[config.mk]
export PLATFORM = sky130hd
export DESIGN_NAME = fp_accumulator
export DESIGN_NICKNAME = d
export VERILOG_FILES = /design/src/rtl/fp_pkg.sv /design/src/rtl/fp_lzc.sv /design/src/rtl/fp_accumulator.sv
export SDC_FILE = /design/constraint.sdc
export NUM_CORES = 1
export LEC_CHECK = 0
export BUFFER_PORTS_ARGS = -buffer_cell sky130_fd_sc_hd__buf_2
export CORE_MARGIN = 1.5
export CORE_UTILIZATION = 60
export CTS_BUF_LIST = sky130_fd_sc_hd__clkbuf_4 sky130_fd_sc_hd__clkbuf_8 sky130_fd_sc_hd__clkbuf_16
export CTS_CLUSTER_DIAMETER = 100
export CTS_CLUSTER_SIZE = 40
export DETAILED_ROUTE_END_ITERATION = 6
export PLACE_DENSITY = 0.78
export SKIP_LAST_GASP = 1
export SLEW_MARGIN = 10
export SYNTH_ARGS = -nofsm -noshare
export SYNTH_HDL_FRONTEND = slang
export SYNTH_SLANG_ARGS = --single-unit
[constraint.sdc]
create_clock -name clock -period 9.8 [get_ports clock]
set_clock_uncertainty 0.15 [all_clocks]
set_input_delay 0.49 -clock clock [delete_from_list [all_inputs] [get_ports clock]]
set_output_delay 0.49 -clock clock [all_outputs]
set_load 0.02 [all_outputs]
[src/rtl/fp_pkg.sv]
// Shared FP32 field widths, special encodings and the accumulator state type.
package fp_pkg;

    localparam int unsigned EXP_W = 8;
    localparam int unsigned MAN_W = 23;
    localparam int unsigned BIAS  = 127;
    localparam int unsigned GRD_W = 3;

    // Significand with hidden bit and guard bits, plus one carry bit for the sum.
    localparam int unsigned SIG_W   = MAN_W + GRD_W + 1;
    localparam int unsigned SUM_W   = SIG_W + 1;
    localparam int unsigned EXP_MAX = 2 * BIAS + 1;

    localparam logic [31:0] FP_ZERO = 32'h0000_0000;
    localparam logic [31:0] FP_PINF = 32'h7F80_0000;
    localparam logic [31:0] FP_NINF = 32'hFF80_0000;

    typedef enum logic [2:0] {
        IDLE,
        ALIGN,
        ADD,
        NORM,
        OUT
    } state_t;

endpackage

[src/rtl/fp_lzc.sv]
// Combinational leading-zero counter over the 28-bit sum; all-zero input yields 28.
module fp_lzc
    import fp_pkg::*;
(
    input  logic [SUM_W-1:0] i_data,
    output logic [4:0]       o_count
);

    always_comb begin
        o_count = 5'(SUM_W);
        for (int unsigned i = 0; i < SUM_W; i++) begin
            if (i_data[i]) begin
                o_count = 5'(SUM_W - 1 - i);
            end
        end
    end

endmodule

[src/rtl/fp_accumulator.sv]
// Iterative FP32 stream accumulator: one element per ALIGN/ADD/NORM pass, truncating
// rounding, denormal flush and a sticky overflow that pins the stream result to inf.
module fp_accumulator
    import fp_pkg::*;
(
    input  logic        clock,
    input  logic        reset_n,
    input  logic [31:0] in_data,
    input  logic        in_valid,
    input  logic        in_last,
    output logic        in_ready,
    output logic [31:0] out_sum,
    output logic        out_valid,
    input  logic        out_ready,
    output logic        out_ovf
);

    localparam logic [EXP_W+1:0] EXP_LIM = (EXP_W+2)'(EXP_MAX);

    state_t r_state, w_next;

    logic [31:0]        r_acc, r_op;
    logic               r_last, r_ovf;
    logic [EXP_W-1:0]   r_exp;
    logic [SIG_W-1:0]   r_mag_a, r_mag_b;
    logic               r_sgn_a, r_sgn_b;
    logic [SUM_W-1:0]   r_sum;
    logic               r_sgn_sum;

    logic [EXP_W-1:0]   w_exp_acc, w_exp_op, w_diff;
    logic [SIG_W-1:0]   w_sig_acc, w_sig_op, w_aligned;
    logic               w_acc_big;
    logic [SUM_W-1:0]   w_sum;
    logic               w_sgn_sum;
    logic [4:0]         w_lzc;
    logic [EXP_W+1:0]   w_exp_n;
    logic [MAN_W-1:0]   w_man;
    logic [31:0]        w_result;
    logic               w_result_ovf;

    always_ff @(posedge clock) begin
        if (!reset_n) begin
            r_state <= IDLE;
        end else begin
            r_state <= w_next;
        end
    end

    always_comb begin
        w_next = r_state;
        case (r_state)
            IDLE:    if (in_valid && in_ready) w_next = ALIGN;
            ALIGN:   w_next = ADD;
            ADD:     w_next = NORM;
            NORM:    w_next = r_last ? OUT : IDLE;
            OUT:     if (out_ready) w_next = IDLE;
            default: w_next = IDLE;
        endcase
    end

    always_comb begin
        in_ready  = 1'b0;
        out_valid = 1'b0;
        out_sum   = '0;
        out_ovf   = 1'b0;
        if (reset_n) begin
            in_ready  = (r_state == IDLE);
            out_valid = (r_state == OUT);
            out_sum   = r_acc;
            out_ovf   = r_ovf;
        end
    end

    // ALIGN: a zero exponent field flushes the operand to a zero significand.
    always_comb begin
        w_exp_acc = r_acc[MAN_W+EXP_W-1:MAN_W];
        w_exp_op  = r_op[MAN_W+EXP_W-1:MAN_W];
        w_sig_acc = (w_exp_acc == '0) ? '0 : {1'b1, r_acc[MAN_W-1:0], {GRD_W{1'b0}}};
        w_sig_op  = (w_exp_op  == '0) ? '0 : {1'b1, r_op[MAN_W-1:0],  {GRD_W{1'b0}}};
        w_acc_big = (w_exp_acc >= w_exp_op);
        w_diff    = w_acc_big ? (w_exp_acc - w_exp_op) : (w_exp_op - w_exp_acc);
        if (w_diff >= EXP_W'(SIG_W + 1)) begin
            w_aligned = '0;
        end else begin
            w_aligned = (w_acc_big ? w_sig_op : w_sig_acc) >> w_diff;
        end
    end

    always_comb begin
        if (r_sgn_a == r_sgn_b) begin
            w_sum     = {1'b0, r_mag_a} + {1'b0, r_mag_b};
            w_sgn_sum = r_sgn_a;
        end else if (r_mag_a >= r_mag_b) begin
            w_sum     = {1'b0, r_mag_a} - {1'b0, r_mag_b};
            w_sgn_sum = r_sgn_a;
        end else begin
            w_sum     = {1'b0, r_mag_b} - {1'b0, r_mag_a};
            w_sgn_sum = r_sgn_b;
        end
    end

    // Count zeros below the carry bit so a sum already at the hidden position yields 0.
    fp_lzc u_lzc (
        .i_data  ({r_sum[SIG_W-1:0], 1'b0}),
        .o_count (w_lzc)
    );

    always_comb begin
        if (r_sum[SUM_W-1]) begin
            w_exp_n = {2'b00, r_exp} + (EXP_W+2)'(1);
            w_man   = r_sum[SUM_W-2:GRD_W+1];
        end else begin
            w_exp_n = {2'b00, r_exp} - {5'b00000, w_lzc};
            w_man   = MAN_W'((r_sum[SIG_W-2:0] << w_lzc) >> GRD_W);
        end

        w_result     = r_acc;
        w_result_ovf = r_ovf;
        if (r_ovf) begin
            w_result = r_acc;
        end else if (w_exp_op == '1) begin
            w_result     = r_op[31] ? FP_NINF : FP_PINF;
            w_result_ovf = 1'b1;
        end else if (r_sum == '0 || w_exp_n[EXP_W+1] || w_exp_n == '0) begin
            w_result = FP_ZERO;
        end else if (w_exp_n >= EXP_LIM) begin
            w_result     = r_sgn_sum ? FP_NINF : FP_PINF;
            w_result_ovf = 1'b1;
        end else begin
            w_result = {r_sgn_sum, w_exp_n[EXP_W-1:0], w_man};
        end
    end

    always_ff @(posedge clock) begin
        if (!reset_n) begin
            r_acc  <= FP_ZERO;
            r_ovf  <= 1'b0;
            r_last <= 1'b0;
            r_op   <= '0;
        end else begin
            case (r_state)
                IDLE: begin
                    if (in_valid && in_ready) begin
                        r_op   <= in_data;
                        r_last <= in_last;
                    end
                end
                ALIGN: begin
                    r_exp   <= w_acc_big ? w_exp_acc : w_exp_op;
                    r_mag_a <= w_acc_big ? w_sig_acc : w_sig_op;
                    r_sgn_a <= w_acc_big ? r_acc[31] : r_op[31];
                    r_mag_b <= w_aligned;
                    r_sgn_b <= w_acc_big ? r_op[31] : r_acc[31];
                end
                ADD: begin
                    r_sum     <= w_sum;
                    r_sgn_sum <= w_sgn_sum;
                end
                NORM: begin
                    r_acc <= w_result;
                    r_ovf <= w_result_ovf;
                end
                OUT: begin
                    if (out_ready) begin
                        r_acc <= FP_ZERO;
                        r_ovf <= 1'b0;
                    end
                end
                default: ;
            endcase
        end
    end

endmodule
; After elaboration in Yosys (flattened, before gate mapping)
; Cells that the tools add are included.
[totals]
output_inout_bits = 35
inputBits = 37
regBits = 162
[classes]
order_cmp = 4
shift = 2
reduce_logical = 15
n_addsub = 7
eq_ne = 9
n_mux = 63
[op_table]
columns = operator, n
row1 = $mux W32, 8
row2 = $mux W27, 4
row3 = $mux W5, 16
row4 = $pmux W32 S2, 1
row5 = $mux W28, 2
row6 = $sub A27 B27 Y28, 2
row7 = $mux W4, 8
row8 = $add A27 B27 Y28, 1
row9 = $logic_not A28 Y1, 1
row10 = $ge A27 B27 Y1, 1
row11 = $shr A27 B8 Y27, 1
row12 = $shl A26 B5 Y26, 1
row13 = $mux W23, 1
row14 = $mux W3, 6
row15 = $logic_not A8 Y1, 2
row16 = $mux W8, 2
row17 = $sub A8 B8 Y8, 2
row18 = $pmux W3 S5, 1
row19 = $mux W1, 12
row20 = $ge A10 B8 Y1 const B, 1
row21 = $logic_not A10 Y1, 1
row22 = $mux W10, 1
row23 = $reduce_and A2 Y1, 5
row24 = $add A8 B1 Y9 const B, 1
row25 = 15 further kinds, 19

; Depth between registers and ports, before layout
[depth]
depth_word = 35
mapped_depth = 22
mapped_depth_nobuf = 17

; Hierarchy
; From an unflattened synthesis, not the netlist that was laid out.
[hier_totals]
hier_cells = 1738
area_unflattened_um2 = 14512.7
[modules_own_cells]
columns = mod, cells_each, seq_area_each_um2, area_each_um2, instances
row1 = fp_accumulator, 1678, 4083.9, 14176.1, 1
row2 = fp_lzc, 60, 0.0, 336.6, 1

; Worst setup path before layout
; Ideal clock, no wire load.
[synth_timing]
path_kind = input -> register
start = in reset_n
end = reg r_exp[0] (enable)
setup_ns = 0.569
path_slack_ns = 4.013
path_stages = 2
required_ns = 9.081
arrival_time_ns = 5.068
path_cell_list = nand2b_1 -> nor3b_1
[synth_between]
elab_chain_cells = 1
[synth_lines]
columns = element, line_no
row1 = start: declaration, fp_accumulator.sv:7  ; input logic reset_n,
row2 = $reduce_and A2 Y1 (no line), --
row3 = end signal: assignment, fp_accumulator.sv:149  ; r_exp <= w_acc_big ? w_exp_acc : w_exp_op;
row4 = end: declaration, fp_accumulator.sv:24  ; logic [EXP_W-1:0] r_exp;
; Every way passes these cells.
; A chain may end at the register's enable or synchronous reset.

; Worst setup path after layout
[layout_timing]
start = reg r_sum[26]
end = reg r_acc[11]
[layout_between]
elab_chain_cells = 9
[layout_lines]
columns = element, line_no
row1 = start: declaration, fp_accumulator.sv:27  ; logic [SUM_W-1:0] r_sum;
row2 = start signal: assignment, fp_accumulator.sv:156  ; r_sum <= w_sum;
row3 = $mux W5, fp_lzc.sv:12  ; if (i_data[i]) begin
row4 = $sub A8 B5 Y9, fp_accumulator.sv:113  ; w_exp_n = {2'b00, r_exp} - {5'b00000, w_lzc};
row5 = $mux W10, fp_accumulator.sv:109  ; if (r_sum[SUM_W-1]) begin
row6 = "$ge A10 B8 Y1, or another cell as far along", fp_accumulator.sv:126  ; end else if (w_exp_n >= EXP_LIM) begin
row7 = $mux W32 or $logic_or A1 B1 Y1 (tied branches), "fp_accumulator.sv:126, fp_accumulator.sv:124"
row8 = $mux W32 *, fp_accumulator.sv:124  ; end else if (r_sum == '0 || w_exp_n[EXP_W+1] || w_exp_n == '0) begin
row9 = $mux W32 *, fp_accumulator.sv:121  ; end else if (w_exp_op == '1) begin
row10 = $mux W32 *, fp_accumulator.sv:119  ; if (r_ovf) begin
row11 = $pmux W32 S2 *, fp_accumulator.sv:141  ; case (r_state)
row12 = end signal: assignment, fp_accumulator.sv:160  ; r_acc <= w_result;
row13 = end: declaration, fp_accumulator.sv:22  ; logic [31:0] r_acc, r_op;
; Mark *: on every way between the ends. The rest lies on a longest branch, timed or not. The select of a mux whose other input is x is not followed.

==> impl_summary.log <==
[metrics] post-synth top area share: 18.7%
[metrics] die boundary width: 158 µm
[metrics] layout net count: 1948
[metrics] Hold/Removal Path Class: in2reg
[metrics] global-route wire length before repair: 72.4 mm
[metrics] crit-path cells: nor4_1 -> nand2_1 -> a21oi_1 -> inv_1 -> ha_1 -> o21a_1 -> o31a_1 -> o21ai_0 -> a31oi_1 -> xnor2_1 -> o31ai_1 -> nor2_1 -> buf_4 -> a32oi_1 -> o21ai_0
[metrics] Crit Path Max Fanout: 17
[metrics] number of synthesis warnings: 0
[metrics] max-cap check violation count: 0
[metrics] number of flip-flops and latches in the synthesized netlist: 159
[metrics] max incr delay on CP: 0.71 ns
[metrics] mean number of vias per cell: 6.53
[metrics] full die area: 0.0250 mm²
[metrics] Total Routed Length: 47.2 mm
[metrics] metal2 WL: 20.9 mm
[metrics] Final setup viols: 0
[metrics] unrepaired setup endpoints after global routing: no
[metrics] number of antenna violations at the first check in global routing: 2
[metrics] count of vias placed by the detailed router: 14000
[metrics] async set or reset register ratio after synthesis: 0%
[metrics] maximum root-to-sink buffer count: 2
[metrics] synthesized area per cell: 7.97 µm²
[metrics] Initial Utilization: 61.3%
[metrics] filler cell count in the final layout: 2072
[metrics] headroom to the max-slew limit: 27.6%
[metrics] total power density per cell area: 135 mW/mm²
[metrics] number of nets still failing antenna checks after routing: 0
[metrics] clock latency at the later pin of the worst-skew pair: 0.44 ns
[metrics] final critical delay including setup and external delays: 5.24 ns
[metrics] die outline height: 158 µm
[metrics] count of TritonRoute iterations in the first routing pass: 6
[metrics] share of cells above drive strength 1: 10.7%
[metrics] most frequent cell on the critical path: sky130_fd_sc_hd__o21ai_0
[metrics] Pwr Total: 0.00210 W
[metrics] Hold Vio Cnt, Final: 0
[metrics] Post-synth top flop: sky130_fd_sc_hd__edfxtp_1
[metrics] fraction of the cycle the final worst path needs: 53.4%
[metrics] clock-pin slew reported for the worst setup and hold paths after clock tree synthesis: 0.08 ns
[metrics] Hold Startpoint: in_valid
[metrics] met3 routed WL: 4.98 mm
[metrics] post-CTS setup repair buffer count: 0
[metrics] level count of the clock H-tree: 4
[metrics] CP startpoint: r_sum[26]
[metrics] Fmax achieved: 191 MHz
[metrics] Hold-fix buffers, CTS: 0
[metrics] final-layout setup total negative slack: 0 ns
[metrics] clock buffer count from CTS: 17
[metrics] count of buffers inserted at the top-level ports: 71
[metrics] critical path arrival: 5.40 ns
[metrics] wl on met1: 19.4 mm
[metrics] core footprint: 0.0235 mm²
[metrics] detailed-route DRC error count: 0
[metrics] Critical Path End Type: flip-flop
[metrics] run status: finished, final reports clean
[metrics] EDFF count, synth: 90
[metrics] number of pins with negative max-slew slack in the final report: 0
[metrics] reported leakage power: 6.09 nW
[metrics] # rows: 56
[metrics] instance count of the mapped netlist: 1813
[metrics] CTS resizes: 0
[metrics] sum of overflow across all layers after global routing: 0
[metrics] most numerous cell in the Yosys netlist: sky130_fd_sc_hd__nand2_1
[metrics] sequential share of the synthesized area: 28.3%
[metrics] gr usage total: 38.0%
[metrics] via count of the first global-routing pass: 12900
[metrics] Routed wire per std cell: 22.0 µm
[metrics] top routing layer in use: met5
[metrics] number of top-level design ports: 72
[metrics] critical path data required time: 9.97 ns
[metrics] clock root buffer master: sky130_fd_sc_hd__clkbuf_16
[metrics] Worst-Margin Slew: 1.09 ns
[metrics] routability cong.: 1.00
[metrics] unique cell type count in the Yosys netlist: 80
[metrics] area delta synth->final: 7.77%
[metrics] first-iteration detailed-routing DRC count: 1715
[metrics] pin count of the biggest net entering global routing: 72
[metrics] most area-consuming cells after synthesis: sky130_fd_sc_hd__edfxtp_1 (19%), sky130_fd_sc_hd__dfxtp_1 (9.6%), sky130_fd_sc_hd__ha_1 (8.1%)
[metrics] Max stage delay cell, worst path: sky130_fd_sc_hd__o31ai_1
[metrics] cell taking the most area after synthesis: sky130_fd_sc_hd__edfxtp_1
[metrics] post-synthesis cell area: 0.0144 mm²
[metrics] HPWL after detailed placement: 35.9 mm
[metrics] Peak supply drop: 0.158 mV
[metrics] number of sinks driven by the clock tree: 159
[metrics] crit path launch type: flip-flop
[metrics] start of the worst register-to-register path: r_sum[26]
[metrics] leading post-synthesis cells by instance count: sky130_fd_sc_hd__nand2_1 (252), sky130_fd_sc_hd__a21oi_1 (142), sky130_fd_sc_hd__o21ai_0 (138), sky130_fd_sc_hd__nor2_1 (129), sky130_fd_sc_hd__inv_1 (115)
[metrics] Net Count, Synth: 1948
[metrics] TritonCTS clock tree: yes
[metrics] category of the critical setup timing path: reg2reg
path summary, 6_finish.rpt:
| path | to | slack, ns | cells past startpoint |
|---|---|---|---|
| worst max-delay path | r_acc[11] | 4.56 | 15 |
| worst min-delay path | r_state[0] | 0.12 | 2 |
| worst max register to register | r_acc[11] | 4.56 | 15 |
| worst min register to register | r_op[14] | 0.32 | 2 |
worst max-delay path, delay by kind of cell (launching register included):
kind	cells	cell delay [ns]
adder cells (fa/ha/maj)	1	0.40
XOR/XNOR	1	0.18
AND/OR/NAND/NOR	3	1.21
flip-flops	1	0.51
AO/OA/AOI/OAI	8	2.12
buffers and inverters	2	0.53
per-layer routing:
| metal | vias to the layer above | global-route usage (%) |
|---|---|---|
| li1 | 6539 | - |
| met4 | 2 | 15.3 |
| met5 | - | 0 |
| met2 | 809 | 59.7 |
| met1 | 6547 | 50.8 |
| met3 | 124 | 8.38 |
final cells by class:
type                       instances  area (µm²)  area share [%]
clock buffer                      17         425            2.73
multi-input combinational       1420        9470            60.8
clock inverter                    15         184            1.18
timing repair buffer              99         566            3.63
antenna                            1        2.50          0.0161
inverter                         116         435            2.80
sequential                       159        4080            26.2
tap                              319         399            2.56
through the flow:
stage	hold WS [ns]	instances	setup slack (ns)	utilization (%)	instance area [µm²]
CTS	0.123	2145	4.68	66.1	15600
detailed placement	0.310	2113	4.70	63.5	15000
floorplan	0.282	1813	4.01	-	14400
global route	0.123	2145	4.23	66.1	15600
finish	0.122	2146	4.56	66.1	15600
global placement	0.303	2113	4.72	63.5	15000
layout by cell type, fill, tap and decap left out, drive strengths merged, types with 7 or more instances in the layout:
cell / n
clkbuf: 17
a21boi: 38
nor2b: 11
or2: 8
xor2: 13
mux2: 18
nor2: 132
o21ai: 141
a22oi: 10
inv: 123
a31oi: 19
and2: 46
o221ai: 7
or3: 13
a32oi: 11
o211ai: 18
edfxtp: 90
a221oi: 13
and3: 9
dfxtp: 69
a211oi: 14
a21o: 20
nor4: 16
nand2b: 15
o31ai: 16
mux4: 21
xnor2: 27
o21a: 16
ha: 93
nor3: 35
mux2i: 80
nand4: 12
o21bai: 15
nand3: 58
a22o: 10
buf: 99
a21oi: 144
nand2: 252
kinds of logic (layout without fill, tap and decap cells):
| group | count (synthesis) | count (layout) | synth area share [%] |
|---|---|---|---|
| compound gates | 541 | 541 | 24.0 |
| xor+xnor | 40 | 40 | 2.53 |
| fa+ha+maj | 98 | 98 | 8.75 |
| buf+inv | 234 | 247 | 6.34 |
| flops | 159 | 159 | 28.3 |
| mux | 119 | 119 | 10.2 |
| other cells | 0 | 1 | 0 |
| simple gates | 622 | 622 | 19.8 |
state kept, by name, summed over array words and instances, names as in the netlist:
name,flops
r_acc,32
r_exp,8
r_last,1
r_mag_a,24
r_mag_b,27
r_op,32
r_ovf,1
r_sgn_a,1
r_sgn_b,1
r_sgn_sum,1
r_state,3
r_sum,28
where the power goes:
group | leakage (nW) | total, W | switching (W) | internal, W
sequential | 1.39 | 0.000778 | 0.0000368 | 0.000741
combinational | 4.41 | 0.000642 | 0.000422 | 0.000220
clock | 0.291 | 0.000679 | 0.000332 | 0.000347
total | 6.09 | 0.00210 | 0.000791 | 0.00131
Note: power is estimated with default switching activity, not from simulation.
